File: src/rtl/dmem_dump_pkg.sv
// dmem_dump_pkg: FSM state encodings and address stride shared by the BRAM dump reader.
package dmem_dump_pkg;
  typedef enum logic [2:0] {
    DUMP_IDLE = 3'd0,
    DUMP_ADDR = 3'd1,
    DUMP_WAIT = 3'd2,
    DUMP_SEND = 3'd3,
    DUMP_DONE = 3'd4
  } dump_state_e;
  localparam int DUMP_WORD_STRIDE = 4;
endpackage

File: src/rtl/dmem_dump_if.sv
// dmem_dump_if: control, BRAM debug port and output stream of the dump reader.
// The checksum member exists only when DMEM_DUMP_CHECKSUM_EN is defined.
interface dmem_dump_if #(
  parameter int ADDR_WIDTH = 10,
  parameter int DATA_WIDTH = 32
);
  logic                  start;
  logic                  abort;
  logic [ADDR_WIDTH-1:0] start_addr;
  logic [ADDR_WIDTH-2:0] word_count;
  logic                  busy;
  logic                  done;
  logic [ADDR_WIDTH-1:0] dbg_addr;
  logic [DATA_WIDTH-1:0] dbg_data;
  logic                  out_valid;
  logic                  out_ready;
  logic [DATA_WIDTH-1:0] out_data;
  logic [ADDR_WIDTH-1:0] out_addr;
  logic                  out_last;
`ifdef DMEM_DUMP_CHECKSUM_EN
  logic [DATA_WIDTH-1:0] checksum;
`endif
  modport master (
    output start, abort, start_addr, word_count, dbg_data, out_ready,
    input  busy, done, dbg_addr, out_valid, out_data, out_addr, out_last
`ifdef DMEM_DUMP_CHECKSUM_EN
    , input checksum
`endif
  );
  modport slave (
    input  start, abort, start_addr, word_count, dbg_data, out_ready,
    output busy, done, dbg_addr, out_valid, out_data, out_addr, out_last
`ifdef DMEM_DUMP_CHECKSUM_EN
    , output checksum
`endif
  );
endinterface

File: src/rtl/dump_checksum.sv
// dump_checksum: wrapping sum of accepted words with synchronous clear.
module dump_checksum #(
  parameter int W = 32
) (
  input  logic         clk,
  input  logic         rst,
  input  logic         clr_i,
  input  logic         en_i,
  input  logic [W-1:0] data_i,
  output logic [W-1:0] sum_o
);
  logic [W-1:0] sum_q, sum_d;
  always_comb sum_d = clr_i ? '0 : en_i ? sum_q + data_i : sum_q;
  always_ff @(posedge clk) sum_q <= rst ? '0 : sum_d;
  assign sum_o = sum_q;
endmodule

File: src/rtl/dmem_dump.sv
// dmem_dump: walks a word-aligned BRAM range through the debug port and streams it over valid/ready.
// Define DMEM_DUMP_CHECKSUM_EN to add a running checksum of accepted words.
module dmem_dump
  import dmem_dump_pkg::*;
#(
  parameter int ADDR_WIDTH = 10,
  parameter int DATA_WIDTH = 32,
  parameter int RD_LATENCY = 0
) (
  input logic        clk,
  input logic        rst,
  dmem_dump_if.slave dump
);
  dump_state_e           state_q, state_d;
  logic [ADDR_WIDTH-1:0] addr_q, addr_d, out_addr_q, out_addr_d;
  logic [ADDR_WIDTH-2:0] rem_q, rem_d;
  logic [1:0]            lat_q, lat_d;
  logic [DATA_WIDTH-1:0] out_data_q, out_data_d;
  logic                  out_valid_q, out_valid_d, out_last_q, out_last_d, hs;
  assign hs = out_valid_q && dump.out_ready && !dump.abort;
  always_comb begin
    state_d     = state_q;
    addr_d      = addr_q;
    rem_d       = rem_q;
    lat_d       = lat_q;
    out_valid_d = out_valid_q;
    out_last_d  = out_last_q;
    out_data_d  = out_data_q;
    out_addr_d  = out_addr_q;
    if (dump.abort) begin
      state_d     = DUMP_IDLE;
      addr_d      = '0;
      rem_d       = '0;
      lat_d       = '0;
      out_valid_d = 1'b0;
      out_last_d  = 1'b0;
    end else begin
      case (state_q)
        DUMP_IDLE: if (dump.start) begin
          state_d = dump.word_count != 0 ? DUMP_ADDR : DUMP_DONE;
          if (dump.word_count != 0) begin
            addr_d = dump.start_addr & ~ADDR_WIDTH'(3);
            rem_d  = dump.word_count;
          end
        end
        DUMP_ADDR: begin
          state_d = DUMP_WAIT;
          lat_d   = 2'(RD_LATENCY);
        end
        // addr_q drives dbg_addr, so it is held until the word is captured
        DUMP_WAIT: if (lat_q == 2'd0) begin
          out_data_d  = dump.dbg_data;
          out_addr_d  = addr_q;
          out_last_d  = rem_q == 1;
          out_valid_d = 1'b1;
          state_d     = DUMP_SEND;
        end else lat_d = lat_q - 2'd1;
        DUMP_SEND: if (hs) begin
          out_valid_d = 1'b0;
          out_last_d  = 1'b0;
          state_d     = rem_q == 1 ? DUMP_DONE : DUMP_ADDR;
          rem_d       = rem_q == 1 ? rem_q : rem_q - 1'b1;
          addr_d      = rem_q == 1 ? addr_q : addr_q + ADDR_WIDTH'(DUMP_WORD_STRIDE);
        end
        default: state_d = DUMP_IDLE;
      endcase
    end
  end
  always_ff @(posedge clk) begin
    if (rst) begin
      state_q     <= DUMP_IDLE;
      addr_q      <= '0;
      rem_q       <= '0;
      lat_q       <= '0;
      out_valid_q <= 1'b0;
      out_last_q  <= 1'b0;
      out_data_q  <= '0;
      out_addr_q  <= '0;
    end else begin
      state_q     <= state_d;
      addr_q      <= addr_d;
      rem_q       <= rem_d;
      lat_q       <= lat_d;
      out_valid_q <= out_valid_d;
      out_last_q  <= out_last_d;
      out_data_q  <= out_data_d;
      out_addr_q  <= out_addr_d;
    end
  end
  assign dump.busy      = state_q != DUMP_IDLE;
  assign dump.done      = state_q == DUMP_DONE;
  assign dump.dbg_addr  = addr_q;
  assign dump.out_valid = out_valid_q;
  assign dump.out_last  = out_last_q;
  assign dump.out_data  = out_data_q;
  assign dump.out_addr  = out_addr_q;
`ifdef DMEM_DUMP_CHECKSUM_EN
  dump_checksum #(.W(DATA_WIDTH)) u_checksum (
    .clk   (clk),
    .rst   (rst),
    .clr_i (state_q == DUMP_IDLE && dump.start && !dump.abort),
    .en_i  (hs),
    .data_i(out_data_q),
    .sum_o (dump.checksum)
  );
`endif
endmodule

File: src/flat_wrapper.sv
// flat-port wrapper written by rule: the top's interface ports become plain ports
module dmem_dump_flat import dmem_dump_pkg::*;
#(
  parameter int ADDR_WIDTH = 10,
  parameter int DATA_WIDTH = 32,
  parameter int RD_LATENCY = 0
)
  (clk, rst, dump_start, dump_abort, dump_start_addr, dump_word_count, dump_dbg_data, dump_out_ready, dump_busy, dump_done, dump_dbg_addr, dump_out_valid, dump_out_data, dump_out_addr, dump_out_last);
  dmem_dump_if #(.ADDR_WIDTH(ADDR_WIDTH), .DATA_WIDTH(DATA_WIDTH)) dump_i ();
  input logic clk;
  input logic rst;
  input wire logic [$bits(dump_i.start)-1:0] dump_start;
  input wire logic [$bits(dump_i.abort)-1:0] dump_abort;
  input wire logic [$bits(dump_i.start_addr)-1:0] dump_start_addr;
  input wire logic [$bits(dump_i.word_count)-1:0] dump_word_count;
  input wire logic [$bits(dump_i.dbg_data)-1:0] dump_dbg_data;
  input wire logic [$bits(dump_i.out_ready)-1:0] dump_out_ready;
  output wire logic [$bits(dump_i.busy)-1:0] dump_busy;
  output wire logic [$bits(dump_i.done)-1:0] dump_done;
  output wire logic [$bits(dump_i.dbg_addr)-1:0] dump_dbg_addr;
  output wire logic [$bits(dump_i.out_valid)-1:0] dump_out_valid;
  output wire logic [$bits(dump_i.out_data)-1:0] dump_out_data;
  output wire logic [$bits(dump_i.out_addr)-1:0] dump_out_addr;
  output wire logic [$bits(dump_i.out_last)-1:0] dump_out_last;
  assign dump_i.start = dump_start;
  assign dump_i.abort = dump_abort;
  assign dump_i.start_addr = dump_start_addr;
  assign dump_i.word_count = dump_word_count;
  assign dump_i.dbg_data = dump_dbg_data;
  assign dump_i.out_ready = dump_out_ready;
  assign dump_busy = dump_i.busy;
  assign dump_done = dump_i.done;
  assign dump_dbg_addr = dump_i.dbg_addr;
  assign dump_out_valid = dump_i.out_valid;
  assign dump_out_data = dump_i.out_data;
  assign dump_out_addr = dump_i.out_addr;
  assign dump_out_last = dump_i.out_last;
  dmem_dump #(.ADDR_WIDTH(ADDR_WIDTH), .DATA_WIDTH(DATA_WIDTH), .RD_LATENCY(RD_LATENCY)) u_core (.clk(clk), .rst(rst), .dump(dump_i));
endmodule
File: config.mk
export PLATFORM = sky130hd
export DESIGN_NAME = dmem_dump_flat
export DESIGN_NICKNAME = d
export VERILOG_FILES = /design/src/rtl/dmem_dump_pkg.sv /design/src/rtl/dmem_dump_if.sv /design/src/rtl/dump_checksum.sv /design/src/rtl/dmem_dump.sv /design/src/flat_wrapper.sv
export SDC_FILE = /design/constraint.sdc
export NUM_CORES = 1
export LEC_CHECK = 0
export ABC_CLOCK_PERIOD_IN_PS = 2200
export BUFFER_PORTS_ARGS = -buffer_cell sky130_fd_sc_hd__buf_4
export CORE_MARGIN = 2
export CORE_UTILIZATION = 50
export CTS_BUF_LIST = sky130_fd_sc_hd__clkbuf_8
export CTS_CLUSTER_DIAMETER = 100
export DETAILED_ROUTE_END_ITERATION = 8
export PLACE_DENSITY = 0.83
export SLEW_MARGIN = 15
export SYNTH_ARGS = -nofsm -noshare
export SYNTH_HDL_FRONTEND = slang
export SYNTH_SLANG_ARGS = --single-unit
File: constraint.sdc
create_clock -name clk -period 2.2 [get_ports clk]
set_input_delay 0.11 -clock clk [delete_from_list [all_inputs] [get_ports clk]]
set_output_delay 0.11 -clock clk [all_outputs]
set_load 0.01 [all_outputs]
After elaboration in Yosys (flattened, before gate mapping)
Cells that the tools add are included.
{ "classes": {"addsub": 3, "n_eq_ne": 11, "muxes": 23, "bitwise": 1, "reduce_logical": 16} }
{ "op_table": {"columns": ["cell", "n"], "rows": [
  ["$mux W10", 4],
  ["$mux W9", 4],
  ["$pmux W10 S2", 1],
  ["$pmux W9 S2", 1],
  ["$mux W3", 5],
  ["$pmux W3 S4", 1],
  ["$add A10 B3 Y10 const B", 1],
  ["$eq A9 B1 Y1 const B", 1],
  ["$reduce_and A3 Y1", 3],
  ["$reduce_bool A9 Y1", 1],
  ["$sub A9 B1 Y9 const B", 1],
  ["$eq A3 B2 Y1 const B", 2],
  ["$ne A2 B1 Y1 const B", 3],
  ["$ne A2 B2 Y1 const B", 3],
  ["$reduce_bool A2 Y1", 3],
  ["$reduce_and A5 Y1", 1],
  ["$pmux W1 S2", 2],
  ["$pmux W2 S2", 1],
  ["$eq A3 B1 Y1 const B", 1],
  ["$eq A3 B3 Y1 const B", 1],
  ["$logic_not A3 Y1", 1],
  ["$mux W1", 3],
  ["$reduce_bool A3 Y1", 1],
  ["$logic_and A1 B1 Y1", 2],
  ["other kinds (7)", 7]
]} }
{ "word_totals": {"regBits": 68, "input_bits": 56, "output_inout_bits": 56, "word_cells": 62} }

Depth between registers and ports, before layout
{ "logic_depth": {"depth_word": 4, "ltp_mapped": 8, "mapped_depth_nobuf": 7} }

Worst setup path before layout
OpenSTA, ideal clock, no wires.
{ "synth_timing": {"kind": "register to register", "from": "register u_core.state_q[2]", "to": "register u_core.addr_q[8], in the netlist u_core.dump.dbg_addr[8]", "t_arrival_ns": 1.732, "required_ns": 2.130, "slack_ns": 0.397, "stages_incl_launch_ff": 8, "path_cell_list": "dfxtp_1 -> buf_6 -> or4b_4 -> mux2i_4 -> o221ai_2 -> buf_6 -> a211o_1 -> a21oi_1"} }
{ "synth_between": {"elab_chain_cells": 3, "elab_cells_between_ends": 9} }
{ "synth_rtl": {"columns": ["item", "line", "source"], "rows": [
  ["start, declared", "dmem_dump.sv:14", "dump_state_e state_q, state_d;"],
  ["start signal, assigned", "dmem_dump.sv:80", "state_q <= state_d;"],
  ["$eq A3 B2 Y1 / $logic_not A3 Y1 (equally long branches)", "dmem_dump.sv:38", "case (state_q)"],
  ["$ne A2 B2 Y1 (no line) (tied with other cells)", null, null],
  ["$reduce_and A5 Y1 (no line)", null, null],
  ["end signal, assigned", "dmem_dump.sv:81", "addr_q <= addr_d;"],
  ["end, declared", "dmem_dump.sv:15", "logic [ADDR_WIDTH-1:0] addr_q, addr_d, out_addr_q, out_addr_d;"]
]} }
Several ways; a longest one is shown, not always the timed one.
A chain may end at the register's enable or synchronous reset.

Worst setup path in the final report
{ "layout_timing": {"from": "register u_core.rem_q[4]", "to": "register u_core.rem_q[0]"} }
{ "layout_between": {"elab_chain_cells": 3} }
{ "layout_rtl": {"columns": ["item", "line", "source"], "rows": [
  ["start, declared", "dmem_dump.sv:16", "logic [ADDR_WIDTH-2:0] rem_q, rem_d;"],
  ["start signal, assigned", "dmem_dump.sv:82", "rem_q <= rem_d;"],
  ["$eq A9 B1 Y1", "dmem_dump.sv:62", "rem_d = rem_q == 1 ? rem_q : rem_q - 1'b1;"],
  ["$ne A2 B2 Y1 (no line)", null, null],
  ["$reduce_and A5 Y1 (no line)", null, null]
]} }
No other way between the ends.

==> results.py <==
metrics = {
    "grt": {
        "antenna_found_initial": 0,
        "overflow": 0,
        "grt_pass1_vias": 2752,
        "grt_pass1_wl_mm": 11.92,
        "grt_util_all_layers": 0.2335,
        "grt_max_degree": 43,
    },
    "placement": {
        "place_hpwl_mm": 5.010,
        "gp_congestion": 0.8441,
        "placed_cells": 522,
        "portBuffers": 105,
    },
    "setup_path": {
        "arrival_ns": 2.24,
        "path_class": "reg -> reg",
        "critPathMaxFanout": 33,
        "cp_data_required_time_ns": 2.45,
        "start_kind": "flip-flop",
        "crit_path_end_kind": "flip-flop",
    },
    "power_and_ir_drop": {
        "power.leakage_uw": 0.001570,
        "p_per_area_nw_per_um2": 631.8,
        "vdd_ir_drop_max_uv": 509.1,
    },
    "timing": {
        "tightestPinTransition_ns": 0.7483,
        "tns_ns": 0,
        "fin_crit_ns": 1.997,
        "fin_skew_ns": 0.01277,
        "drv_slew": 0,
        "max_freq_mhz": 500.8,
        "slew_headroom": 0.5012,
        "finalCritPeriodShare": 0.9076,
        "finalHoldViolations": 0,
        "rsz0062_at_grt": "no",
        "setup_viol": 0,
    },
    "die": {
        "rows": 27,
        "die_area_sq_um": 6407,
        "core_sq_um": 5540,
        "ios": 112,
        "initial_core_util": 0.5219,
        "die_h_um": 80.05,
        "die_w_um": 80.05,
    },
    "yosys": {
        "synthCells": 366,
        "syn_area_per_cell_sq_um": 7.900,
        "async_flop_share": 0,
        "synthFlopType": "dfxtp_1",
        "synth.distinct_cells": 46,
        "synth-edff-count": 0,
        "syn_area_sq_um": 2892,
        "yosysWarnings": 0,
        "synth_seq_area_share": 0.4431,
        "ys_ff_latch": 64,
    },
    "final_layout": {
        "area_delta_synth_final_pct": 34.53,
        "diodes": 0,
        "fillers": 470,
        "fin_cells": 536,
        "layout-drive-gt1-share": 0.2931,
        "final_nets": 521,
    },
    "cts": {
        "clock_latency_ns": 0.34,
        "cts.sinks": 64,
        "clockBufferDepth": 2,
        "cts_made_buffers": 9,
        "clk_pin_slew_ns": 0.07,
        "post_cts_resized": 0,
        "ctsRootBufferMaster": "clkbuf_8",
        "cts.hold.buffers_added": 0,
        "h-tree-depth": 3,
        "cts_tree": "done",
        "cts_setup_buffers": 0,
    },
    "route": {
        "drt_first_pass_iters": 4,
        "viasPerCell": 5.444,
        "wire_per_inst_um": 13.71,
        "via_count": 2918,
        "drtIter0Drc": 168,
        "drt-total-wl_mm": 7.351,
        "drc": 0,
        "postRouteAntennaNets": 0,
    },
    "run": {
        "max_cap_viol_count": 0,
    },
    "min_path": {
        "hold_path.class": "in -> reg",
    },
    "status": {
        "status": "completed",
    },
}
==> final timing paths <==
| check | cells past startpoint | slack [ns] | to | start |
|---|---|---|---|---|
| max | 6 | 0.20 | u_core.rem_q[0] | u_core.rem_q[4] |
| min | 3 | 0.01 | u_core.dump.out_data[19] | dump_dbg_data[19] |
| max reg2reg | 6 | 0.20 | u_core.rem_q[0] | u_core.rem_q[4] |
| min reg2reg | 2 | 0.46 | u_core.dump.out_data[11] | u_core.dump.out_data[11] |
==> area by class of cell <==
type / count / area [sq um] / area share
flip-flops and latches: 64 / 1281 / 0.3294
repair buffers: 113 / 860.8 / 0.2213
well taps: 72 / 90.09 / 0.02316
clock inverters: 3 / 42.54 / 0.01094
clock buffers: 11 / 151.4 / 0.03892
multi-input cells: 268 / 1445 / 0.3715
inverters: 5 / 18.77 / 0.004825
==> flip-flops by register name, summed over array words and instances, names as in the netlist <==
register               cells
u_core.dump.dbg_addr       8
u_core.dump.out_addr       8
u_core.dump.out_data      32
u_core.dump.out_last       1
u_core.dump.out_valid      1
u_core.lat_q               2
u_core.rem_q               9
u_core.state_q             3
==> kinds of logic after synthesis <==
family,after synthesis,share of synthesized area
and+or+nand+nor,153,0.2319
other,1,0.001297
adders and majority gates,4,0.01731
muxes,3,0.01471
xor gates and xnor gates,6,0.01818
buffers and inverters,37,0.06188
AOI/OAI and AO/OA,98,0.2116
DFF,64,0.4431
==> cells in the final DEF (no fill, tap or decap), types with 3 or more instances in the layout <==
master / instances
a211o_1: 7
a21oi_1: 60
a22oi_1: 3
buf_4: 112
clkbuf_8: 11
conb_1: 4
dfxtp_1: 64
ha_1: 4
inv_1: 5
nand2_1: 97
nand3_1: 7
nor2_1: 21
nor3_1: 4
nor3b_1: 3
nor4_1: 5
o211ai_1: 4
o31ai_1: 7
o32ai_1: 4
or2_2: 3
xnor2_1: 3
xor2_1: 3
==> cells in the mapped netlist, types with 4 or more instances <==
cell type | number | share of area
dfxtp_1 | 64 | 0.44
buf_4 | 4 | 0.010
inv_1 | 5 | 0.0065
o31ai_1 | 7 | 0.018
ha_1 | 4 | 0.017
nand3_1 | 7 | 0.012
o211ai_1 | 4 | 0.010
a21oi_1 | 60 | 0.10
nand2_1 | 97 | 0.13
clkbuf_1 | 23 | 0.030
o32ai_1 | 4 | 0.012
nor4_1 | 5 | 0.011
nor3_1 | 4 | 0.0069
nor2_1 | 22 | 0.029
a211o_1 | 7 | 0.021
==> per-stage QoR <==
stage,hold WS [ns],area (sq um),power [uW],utilization,setup WS (ns)
floorplan,0.2460,2903,1362,-,0.3971
global placement,0.3570,3696,1474,0.6671,0.3400
detailed placement,0.3667,3696,1481,0.6671,0.2859
CTS,0.001272,3890,2476,0.7021,0.2573
global route,0.01371,3890,2547,0.7021,0.06071
finish,0.009957,3890,2458,0.7021,0.2033
==> power by group <==
group	internal (uW)	switching [uW]	leakage, uW
clock network	570	429	0.0000973
logic	135	127	0.000955
registers	1180	20.0	0.000517
total	1880	575	0.00157
==> per-layer routing <==
metal	track usage	part of all wire
met2	0.3875	0.49
met5	0	0
met4	0.1051	0.017
met3	0.06109	0.078
met1	0.2825	0.42
==> worst max-delay path: stages, from the launching register on <==
cell      delay (ns)
dfxtp_1         0.38
nor4_1          0.43
nand4b_1        0.29
o221ai_2        0.27
buf_12          0.22
a21oi_1         0.08
o32ai_1         0.23
(Power assumes the default switching activity.)
